[config.mk]
export PLATFORM = sky130hd
export DESIGN_NAME = color_sense_sequencer
export DESIGN_NICKNAME = d
export VERILOG_FILES = /design/src/rtl/color_sense_sequencer.sv
export SDC_FILE = /design/constraint.sdc
export NUM_CORES = 1
export LEC_CHECK = 0
export CORE_MARGIN = 2
export CORE_UTILIZATION = 45
export CTS_BUF_LIST = sky130_fd_sc_hd__clkbuf_4 sky130_fd_sc_hd__clkbuf_8
export CTS_CLUSTER_SIZE = 28
export DETAILED_ROUTE_END_ITERATION = 6
export DONT_BUFFER_PORTS = 1
export GPL_ROUTABILITY_DRIVEN = 0
export GPL_TIMING_DRIVEN = 0
export PLACE_DENSITY = 0.57
export SLEW_MARGIN = 20
export SYNTH_ARGS = -nofsm -noshare
export SYNTH_HDL_FRONTEND = slang
export SYNTH_SLANG_ARGS = --single-unit
[constraint.sdc]
create_clock -name clk -period 3.05 [get_ports clk]
set_input_delay 0.61 -clock clk [delete_from_list [all_inputs] [get_ports clk]]
set_output_delay 0.61 -clock clk [all_outputs]
set_load 0.02 [all_outputs]
[src/rtl/color_sense_sequencer.sv]
// rtl/color_sense_sequencer.sv - gated per-filter edge counter with dominant-colour classification
// Steps red/green/blue/clear filters, counts synchronised sensor edges per gate window, publishes counts and colour.
module color_sense_sequencer #(
  parameter int GATE_CYCLES   = 100000,
  parameter int SETTLE_CYCLES = 1000,
  parameter int CNT_W         = 16,
  parameter int MIN_CLEAR     = 64
) (
  input  logic             clk,
  input  logic             rst_n,
  input  logic             start,
  input  logic             continuous,
  input  logic             sensor_freq,
  output logic             s2,
  output logic             s3,
  output logic [CNT_W-1:0] red_cnt,
  output logic [CNT_W-1:0] green_cnt,
  output logic [CNT_W-1:0] blue_cnt,
  output logic [CNT_W-1:0] clear_cnt,
  output logic [1:0]       color,
  output logic             valid,
  output logic             busy
);

  localparam int MAX_CYC = (GATE_CYCLES > SETTLE_CYCLES) ? GATE_CYCLES : SETTLE_CYCLES;
  localparam int CYC_W   = (MAX_CYC > 1) ? $clog2(MAX_CYC) : 1;
  localparam logic [CYC_W-1:0] SETTLE_LAST = CYC_W'(SETTLE_CYCLES - 1);
  localparam logic [CYC_W-1:0] GATE_LAST   = CYC_W'(GATE_CYCLES - 1);
  localparam logic [CNT_W-1:0] CNT_MAX     = '1;

  typedef enum logic [2:0] {S_IDLE, S_SETTLE, S_GATE, S_STORE, S_CLASSIFY} state_t;
  typedef enum logic [1:0] {CH_RED, CH_GREEN, CH_BLUE, CH_CLEAR} chan_t;

  state_t           state_q, state_d;
  chan_t            chan_q, chan_d;
  logic [CYC_W-1:0] cyc_q, cyc_d;
  logic [CNT_W-1:0] work_q, work_d;
  logic [CNT_W-1:0] red_sh_q, red_sh_d, green_sh_q, green_sh_d;
  logic [CNT_W-1:0] blue_sh_q, blue_sh_d, clear_sh_q, clear_sh_d;
  logic [CNT_W-1:0] red_cnt_q, red_cnt_d, green_cnt_q, green_cnt_d;
  logic [CNT_W-1:0] blue_cnt_q, blue_cnt_d, clear_cnt_q, clear_cnt_d;
  logic [1:0]       color_q, color_d;
  logic             valid_q, valid_d;
  logic             sync1_q, sync2_q, sync3_q;
  logic             edge_pulse;

  // Ties favour the earlier channel: red over green over blue.
  function automatic logic [1:0] classify(input logic [CNT_W-1:0] r, input logic [CNT_W-1:0] g,
                                          input logic [CNT_W-1:0] b, input logic [CNT_W-1:0] c);
    logic [1:0] res;
    if ($unsigned(32'(c)) < $unsigned(32'(MIN_CLEAR))) res = 2'd0;
    else if (r >= g && r >= b)                         res = 2'd1;
    else if (g >= b)                                   res = 2'd2;
    else                                               res = 2'd3;
    return res;
  endfunction

  assign edge_pulse = sync2_q & ~sync3_q;

  always_comb begin
    state_d     = state_q;
    chan_d      = chan_q;
    cyc_d       = cyc_q;
    work_d      = work_q;
    red_sh_d    = red_sh_q;
    green_sh_d  = green_sh_q;
    blue_sh_d   = blue_sh_q;
    clear_sh_d  = clear_sh_q;
    red_cnt_d   = red_cnt_q;
    green_cnt_d = green_cnt_q;
    blue_cnt_d  = blue_cnt_q;
    clear_cnt_d = clear_cnt_q;
    color_d     = color_q;
    valid_d     = 1'b0;
    case (state_q)
      S_IDLE: begin
        if (start) begin
          state_d = S_SETTLE;
          chan_d  = CH_RED;
          cyc_d   = '0;
        end
      end
      S_SETTLE: begin
        if (cyc_q == SETTLE_LAST) begin
          state_d = S_GATE;
          cyc_d   = '0;
          work_d  = '0;
        end else begin
          cyc_d = cyc_q + CYC_W'(1);
        end
      end
      S_GATE: begin
        if (edge_pulse && work_q != CNT_MAX) work_d = work_q + CNT_W'(1);
        if (cyc_q == GATE_LAST) begin
          state_d = S_STORE;
          cyc_d   = '0;
        end else begin
          cyc_d = cyc_q + CYC_W'(1);
        end
      end
      S_STORE: begin
        case (chan_q)
          CH_RED:   red_sh_d   = work_q;
          CH_GREEN: green_sh_d = work_q;
          CH_BLUE:  blue_sh_d  = work_q;
          CH_CLEAR: clear_sh_d = work_q;
          default:  red_sh_d   = red_sh_q;
        endcase
        // Publishing on the way into CLASSIFY makes counts, colour and valid appear together.
        if (chan_q == CH_CLEAR) begin
          state_d     = S_CLASSIFY;
          chan_d      = CH_RED;
          red_cnt_d   = red_sh_q;
          green_cnt_d = green_sh_q;
          blue_cnt_d  = blue_sh_q;
          clear_cnt_d = work_q;
          color_d     = classify(red_sh_q, green_sh_q, blue_sh_q, work_q);
          valid_d     = 1'b1;
        end else begin
          state_d = S_SETTLE;
          chan_d  = chan_t'(chan_q + 2'd1);
        end
      end
      S_CLASSIFY: begin
        cyc_d   = '0;
        state_d = continuous ? S_SETTLE : S_IDLE;
      end
      default: state_d = S_IDLE;
    endcase
  end

  always_ff @(posedge clk or negedge rst_n) begin
    if (!rst_n) begin
      state_q     <= S_IDLE;
      chan_q      <= CH_RED;
      cyc_q       <= '0;
      work_q      <= '0;
      red_sh_q    <= '0;
      green_sh_q  <= '0;
      blue_sh_q   <= '0;
      clear_sh_q  <= '0;
      red_cnt_q   <= '0;
      green_cnt_q <= '0;
      blue_cnt_q  <= '0;
      clear_cnt_q <= '0;
      color_q     <= 2'd0;
      valid_q     <= 1'b0;
      sync1_q     <= 1'b0;
      sync2_q     <= 1'b0;
      sync3_q     <= 1'b0;
    end else begin
      state_q     <= state_d;
      chan_q      <= chan_d;
      cyc_q       <= cyc_d;
      work_q      <= work_d;
      red_sh_q    <= red_sh_d;
      green_sh_q  <= green_sh_d;
      blue_sh_q   <= blue_sh_d;
      clear_sh_q  <= clear_sh_d;
      red_cnt_q   <= red_cnt_d;
      green_cnt_q <= green_cnt_d;
      blue_cnt_q  <= blue_cnt_d;
      clear_cnt_q <= clear_cnt_d;
      color_q     <= color_d;
      valid_q     <= valid_d;
      sync1_q     <= sensor_freq;
      sync2_q     <= sync1_q;
      sync3_q     <= sync2_q;
    end
  end

  // Filter code {s2,s3}: red 00, green 11, blue 01, clear 10.
  assign s2        = (chan_q == CH_GREEN) || (chan_q == CH_CLEAR);
  assign s3        = (chan_q == CH_GREEN) || (chan_q == CH_BLUE);
  assign red_cnt   = red_cnt_q;
  assign green_cnt = green_cnt_q;
  assign blue_cnt  = blue_cnt_q;
  assign clear_cnt = clear_cnt_q;
  assign color     = color_q;
  assign valid     = valid_q;
  assign busy      = (state_q != S_IDLE);

endmodule

[Yosys cells after proc, flatten, opt, wreduce, memory -nomap -nowiden]
Cells that the tools add are included.
W data, S select, Z words.
Word-level totals
  logic and storage cells: 78
  output and inout bits: 70
  register bits after elaboration: 156
Cells by class
  order comparisons: 4
  add/sub/neg operators: 3
  reductions and logical operators: 18
  equality and inequality tests: 14
  muxes and demuxes: 21
  bitwise operators: 2
Operators by type and width (number)
  $pmux W17 S4: 1
  $mux W17: 3
  $ge A16 B16 Y1: 3
  $mux W16: 2
  $pmux W16 S2: 1
  $add A17 B1 Y17 const B: 1
  $eq A17 B10 Y1 const B: 1
  $eq A17 B17 Y1 const B: 1
  $add A16 B1 Y16 const B: 1
  $lt A16 B7 Y1 const B: 1
  $ne A16 B16 Y1 const B: 1
  $pmux W3 S5: 1
  $mux W3: 4
  $reduce_and A2 Y1: 6
  $mux W2: 4
  $ne A2 B2 Y1 const B: 4
  $eq A3 B2 Y1 const B: 2
  $reduce_and A3 Y1: 2
  $eq A2 B2 Y1 const B: 2
  $mux W1: 4
  $pmux W2 S2: 1
  $reduce_bool A2 Y1: 2
  $reduce_bool A4 Y1: 1
  $eq A3 B1 Y1 const B: 1
  other kinds (10): 12

[Longest topological paths before layout]
Gate-level depths: netlist of run 1.
  word-level depth: 5
  gate-level depth with buffers: 8
  depth with buffers taken out: 8

[Worst setup path after synthesis of run 1]
Ideal clock, no wire load.
  path type: register to register
  start: register red_sh_q[0]
  end: register color_q[0], in the netlist color[0]
  path buffers: 0
  cell stages (with the launch flop): 9
  data required time: 2914 ps
  slack: 943 ps
  data arrival time: 1971 ps
  cell sequence: dfrtp_1 > inv_1 > ha_1 > nand2b_1 > a2111oi_0 > a2111oi_0 > or4_1 > o22ai_1 > o211ai_1
On the way
  word-level cells in the longest chain between the ends: 4
Ends and longest elaborated chain
  from (decl): line 38  | logic [CNT_W-1:0] red_sh_q, red_sh_d, green_sh_q, green_sh_d;
  from (signal assigned): line 156  | red_sh_q <= red_sh_d;
  $ge A16 B16 Y1: line 52  | else if (r >= g && r >= b) res = 2'd1;
  $logic_and A1 B1 Y1 (*): line 52
  $mux W2 (*): line 52
  $mux W2 (*): line 51  | if ($unsigned(32'(c)) < $unsigned(32'(MIN_CLEAR))) res = 2'd0;
  to (signal assigned): line 164  | color_q <= color_d;
  to (decl): line 42  | logic [1:0] color_q, color_d;
Mark *: on every way between the ends. The rest lies on a longest branch, timed or not.
A chain may end at the register's enable or synchronous reset.

[Worst setup path in the final report of run 1]
Ends and elaborated chain as after synthesis.

==> results of run 1 <==
cell families after synthesis:
kind of cell / synth area share
adders and majority gates: 0.0891
muxes: 0.120
buffers and inverters: 0.0386
DFF: 0.515
and+or+nand+nor: 0.123
AOI/OAI and AO/OA: 0.0934
xor gates and xnor gates: 0.0208
where the power goes:
part           switching, uW  total (uW)  internal (uW)
registers              0.706        2070           2070
logic                  0.842        1.41          0.571
clock network            804        1890           1080
flip-flops by register name (all words and copies together), names as in the netlist, 3 cells and up:
name,count
blue_cnt,16
blue_sh_q,16
clear_cnt,16
cyc_q,17
green_cnt,16
green_sh_q,16
red_cnt,16
red_sh_q,16
state_q,3
work_q,16
metal layers:
layer | wire length (um) | track usage
met4 | 414 | 0.0822
met2 | 8280 | 0.327
met5 | 0 | 0
met3 | 862 | 0.0503
met1 | 7830 | 0.271
critical path, cell delays in order (launching register included):
cell and delay [ns]:
dfrtp_1 0.39, inv_1 0.09, ha_1 0.23, nand2b_1 0.17, a2111oi_0 0.42, a2111oi_0 0.17
or4_1 0.52, o22ai_1 0.27, o211ai_1 0.13
layout make-up:
cell class,instances,share of cell area
buffer,29,0.0162
inverter,42,0.0189
sequential,156,0.468
tap,220,0.0330
clock inverter,14,0.0288
clock buffer,18,0.0297
multi-input combinational,458,0.406
synth_stat cells, types with 10 or more instances:
master,n,area [um^2]
xor2_1,12,105
nor2_1,42,158
o21ai_0,64,320
nand3_1,14,70.1
a21oi_1,21,105
buf_2,10,50.1
nand4_1,16,100
clkbuf_1,15,56.3
dfrtp_1,156,3900
nand2_1,67,251
ha_1,54,676
mux2_2,81,912
inv_1,42,158
how the worst min path moves through the flow:
stage	endpoint	slack (ns)	cells past startpoint
after global placement	green_cnt[7]$_DFFE_PN0P_	0.32	0
final	red_cnt[3]$_DFFE_PN0P_	-0.16	0
after global routing	red_cnt[6]$_DFFE_PN0P_	-0.19	0
after detailed placement	green_cnt[7]$_DFFE_PN0P_	0.32	0
after floorplan	blue_cnt[0]$_DFFE_PN0P_	0.31	0
after CTS	clear_cnt[7]$_DFFE_PN0P_	-0.18	0
through the flow:
| step | hold WS (ns) | area (um^2) |
|---|---|---|
| 2_1_floorplan | 0.314 | 7580 |
| 3_3_place_gp | 0.319 | 7860 |
| 3_5_place_dp | 0.320 | 7860 |
| 4_1_cts | -0.183 | 8340 |
| 5_1_grt | -0.185 | 8340 |
| 6_report | -0.161 | 8340 |
==> metrics.md, run 1 <==
| Metric | Value |
|---|---|
| Status | complete, but fails checks |
| Failing checks | hold timing |
| Largest net degree at the start of global routing | 157 |
| Slew headroom | 0.538 |
| Post_cts resized | 0 |
| Syn_area_per_cell | 11.1 um^2 |
| Hold WS | -0.161 ns |
| Non-Filler Instances | approximately 940 |
| Antenna Cells | 0 |
| Max cap viols | 0 |
| Ys Warns | 0 |
| HPWL Detailed | 12,500 um |
| H-tree depth | 4 |
| Post-synth top flop | dfrtp_1 |
| Final Util | 0.505 |
| Core ar. | 16,500 um^2 |
| DR vias | 5,149 |
| Share of layout cells above drive strength 1 | 0.192 |
| PnR worst setup slack | 0.539 ns |
| Crit path arrival time | 2.85 ns |
| Fmax | about 400 MHz |
| Setup_tns | 0 ns |
| Post-Synthesis Cells | 685 |
| FF-to-FF path depth | 8 |
| Number of buffers added on ports | 0 |
| Starting Density | 0.459 |
| Worst Setup Path Type | flip-flop to flip-flop |
| Syn Nets | 744 |
| Commonest cells after routing, fill and taps aside | 156 x dfrtp_1, 81 x mux2_2, 67 x nand2_1 |
| Pwr per Cell Area | 474 nW/um^2 |
| Beginning of the critical path | red_sh_q[0]$_DFFE_PN0P_ |
| TritonCTS clock tree | yes |
| Filler Cell Count | 1,472 |
| Wirelength per Cell | between 15 and 20 um |
| Vias in the first global route | 5,290 |
| Ys async rst share | 1.00 |
| #FFs+latches synth | 156 |
| Bufs on Longest Clock Path | 2 |
| Clock latency on the worst-skew pair | ~0.46 ns |
| Crit path capture type | flip-flop |
| Max VDD drop | roughly 0.28 mV |
| Setup crit end | color[0]$_DFFE_PN0P_ |
| Worst endpoint required time | roughly 3.4 ns |
| Clk root buf | clkbuf_8 |
| Remaining DRCs | 0 |
| Cell Area, Synth | ~7600 um^2 |
| Initial antenna violation count | 0 |
| Skew final | 0.0108 ns |
| Worst-path fanout max | 3 |
| Via density | 5.50 |
| Total track usage | 0.205 |
| Num CTS Buffers | 17 |
| Hold Path Class | primary input to async pin |
| Max Slew Vio Count | 0 |
| Row count | 47 |
| First-pass GRT wire length | between 20,000 and 30,000 um |
| Detailed Routing Iterations Pass 1 | 5 |
| Startpoint class of the critical path | flip-flop |
| Final ANT Viol Nets | 0 |
| Drt first-iter violations | 340 |
| Most common cell after layout, fill and taps aside | dfrtp_1 |
| Overall Power | around 4000 uW |
| RSZ-0062 raised after global routing | false |
| Final period util | 0.823 |
| Fin. Hold Viols | 156 |
| RR Endpoint | color[0]$_DFFE_PN0P_ |
| Post-CTS setup buffers | 0 |
| Leakage Power | 0.00390 uW |
| Die height | 134 um |
| Register area share after synthesis | 0.515 |
| RR Startpoint | red_sh_q[0]$_DFFE_PN0P_ |
| Multi-input logic area | 3380 um^2 |
| Tmin final | 2.51 ns |
| Nets | 763 |
| Full die area | approximately 18,000 um^2 |
| Worst Max-Slew Pin Slew | 0.675 ns |
| Cell total after placement | just over 900 |
| Synth-to-layout area growth | 10.1% |
| Worst slack at placement | 0.541 ns |
| Total Routed Length | roughly 17,000 um |
| TritonCTS Sinks | 156 |
| Grt ovf | 0 |
| IO Pins | 75 |
| Netlist cell types | 54 |
| Post-synth EDFFs | 0 |
| FF-to-FF setup slack | 0.54 ns |
| # setup viols final | 0 |
| Die W | 134 um |
| FF+latch area | 3900 um^2 |
| Clk slew on worst S/H paths | 0.09 ns |
Note: power is estimated with default switching activity, not from simulation.
==> inputs of run 2 (changes only) <==
==> constraint.sdc (replaced) <==
create_clock -name clk -period 2.4 [get_ports clk]
set_input_delay 0.48 -clock clk [delete_from_list [all_inputs] [get_ports clk]]
set_output_delay 0.48 -clock clk [all_outputs]
set_load 0.02 [all_outputs]
==> metrics.md, run 2 (synthesized netlist as in run 1, its figures left out) <==
| Metric | Value |
|---|---|
| Status | complete, but fails checks |
| Failing checks | hold timing |
| Detailed Routing Iterations Pass 1 | 4 |
| Clock latency on the worst-skew pair | 0.46 ns |
| Max Slew Vio Count | 0 |
| Worst Setup Path Type | flip-flop to flip-flop |
| Clk root buf | clkbuf_8 |
| Largest Register | cyc_q |
| Filler Cell Count | 1,461 |
| Worst Max-Slew Pin Slew | 0.604 ns |
| FF-to-FF path depth | 8 |
| RR Startpoint | red_sh_q[0]$_DFFE_PN0P_ |
| Fmax | 433 MHz |
| Met2 Use GR | 0.329 |
| DR vias | 5,161 |
| HPWL Detailed | 12,500 um |
| Row count | 47 |
| Via density | 5.50 |
| Share of layout cells above drive strength 1 | 0.205 |
| Remaining DRCs | 0 |
| PnR worst setup slack | slightly above 0.09 ns |
| H-tree depth | 4 |
| Skew final | between 0.009 and 0.01 ns |
| Hold WS | -0.293 ns |
| Final Util | 0.509 |
| Crit path arrival time | approximately 2.6 ns |
| Most used routing layer | met2 |
| Grt ovf | 0 |
| Die height | ~130 um |
| Initial antenna violation count | 0 |
| Pwr per Cell Area | 598 nW/um^2 |
| Num CTS Buffers | 17 |
| Largest net degree at the start of global routing | 157 |
| First-pass GRT wire length | 28,300 um |
| TritonCTS clock tree | yes |
| Commonest cells after routing, fill and taps aside | 154 x dfrtp_1, 81 x mux2_2, 67 x nand2_1 |
| Beginning of the critical path | red_sh_q[0]$_DFFE_PN0P_ |
| Die W | about 130 um |
| Crit path capture type | flip-flop |
| Antenna Cells | 0 |
| Fin area | 8410 um^2 |
| Starting Density | 0.459 |
| Worst slack at placement | -0.109 ns |
| Final period util | 0.962 |
| Worst-path fanout max | 3 |
| Met1 usage | 0.270 |
| Overall Power | 5030 uW |
| Placed cell areas | approximately 7900 um^2 |
| FF-to-FF setup slack | 0.09 ns |
| Largest register FFs | 17 |
| Tmin final | around 2.3 ns |
| Leakage Power | 0.00394 uW |
| Drt first-iter violations | 326 |
| Total track usage | 0.205 |
| Bufs on Longest Clock Path | 2 |
| Total Routed Length | approximately 17,000 um |
| IO Pins | 75 |
| Most common cell after layout, fill and taps aside | dfrtp_1 |
| Max VDD drop | approximately 0.35 mV |
| Final ANT Viol Nets | 0 |
| Core ar. | approximately 17,000 um^2 |
| Max cap viols | 0 |
| Vias in the first global route | roughly 5.3k |
| RSZ-0062 raised after global routing | true |
| Nets | 764 |
| Number of buffers added on ports | 0 |
| Hold Path Class | primary input to async pin |
| Slew headroom | 0.594 |
| Worst endpoint required time | 2.73 ns |
| Clk slew on worst S/H paths | 0.09 ns |
| Synth-to-layout area growth | 10.9% |
| Full die area | 17,900 um^2 |
| Setup crit end | color[0]$_DFFE_PN0P_ |
| RR Endpoint | color[0]$_DFFE_PN0P_ |
| GR Util met3 | 0.0503 |
| TritonCTS Sinks | 156 |
| Wirelength per Cell | 18.7 um |
| # setup viols final | 0 |
| Startpoint class of the critical path | flip-flop |
| Fin. Hold Viols | 156 |
[run 2: changes by cell type in the layout (fill, tap and decap cells not counted), moves of 2 or more]
cell	change
a2111oi_0	-2
clkbuf_1	-2
clkbuf_2	+2
dfrtp_1	-2
dfrtp_2	+2
[run 2: worst min-delay path by stage]
stage | startpoint | to | slack (ns) | cells past startpoint
6_report | rst_n | blue_sh_q[8]$_DFFE_PN0P_ | -0.29 | 0
4_1_cts | rst_n | clear_cnt[7]$_DFFE_PN0P_ | -0.31 | 0
3_3_place_gp | rst_n | green_cnt[7]$_DFFE_PN0P_ | 0.19 | 0
3_5_place_dp | rst_n | green_cnt[7]$_DFFE_PN0P_ | 0.19 | 0
2_1_floorplan | rst_n | blue_cnt[0]$_DFFE_PN0P_ | 0.18 | 0
5_1_grt | rst_n | red_cnt[6]$_DFFE_PN0P_ | -0.32 | 0
[run 2: timing repair]
item	in CTS	in global routing
hold endpoints to repair	156	156
buffers inserted	0	1
resized for setup	5	11
pin swaps	0	5
setup endpoints to repair	4	17
[run 2: area by class of cell]
type	count	area (um^2)	area share
multi-input cells	458	3430	0.408
clock inverters	14	240	0.0286
well taps	220	275	0.0327
plain buffers	29	141	0.0168
flip-flops and latches	156	3910	0.465
inverters	42	158	0.0188
repair buffers	1	7.51	0.000893
clock buffers	18	248	0.0295
[run 2: power by group]
part	leakage [uW]	switching [uW]	internal (uW)	total (uW)
clock	0.000240	1020	1380	2400
sequential	0.00212	0.904	2630	2630
combinational	0.00158	1.06	0.725	1.79
[run 2: through the flow]
stage                     instances  hold slack, ns  TNS (ns)
after CTS                       937          -0.313         0
after global routing            938          -0.315   -0.0213
after detailed placement        905           0.190    -0.203
final                           938          -0.293         0
after floorplan                 685           0.184         0
after global placement          905           0.189    -0.126
[run 2: routing by layer]
layer  wire, um  vias up
met1       7920     2541
li1           -     2461
met3        790       32
met5          0        -
met2       8380      127
met4        405        0
[run 2: worst max-delay path, cell delays in order, from the launching register on]
cell,delay [ns]
dfrtp_1,0.39
inv_1,0.09
ha_1,0.24
nand2b_4,0.16
a2111oi_4,0.33
a2111oi_2,0.09
or4_1,0.54
o22ai_2,0.23
o211ai_1,0.13
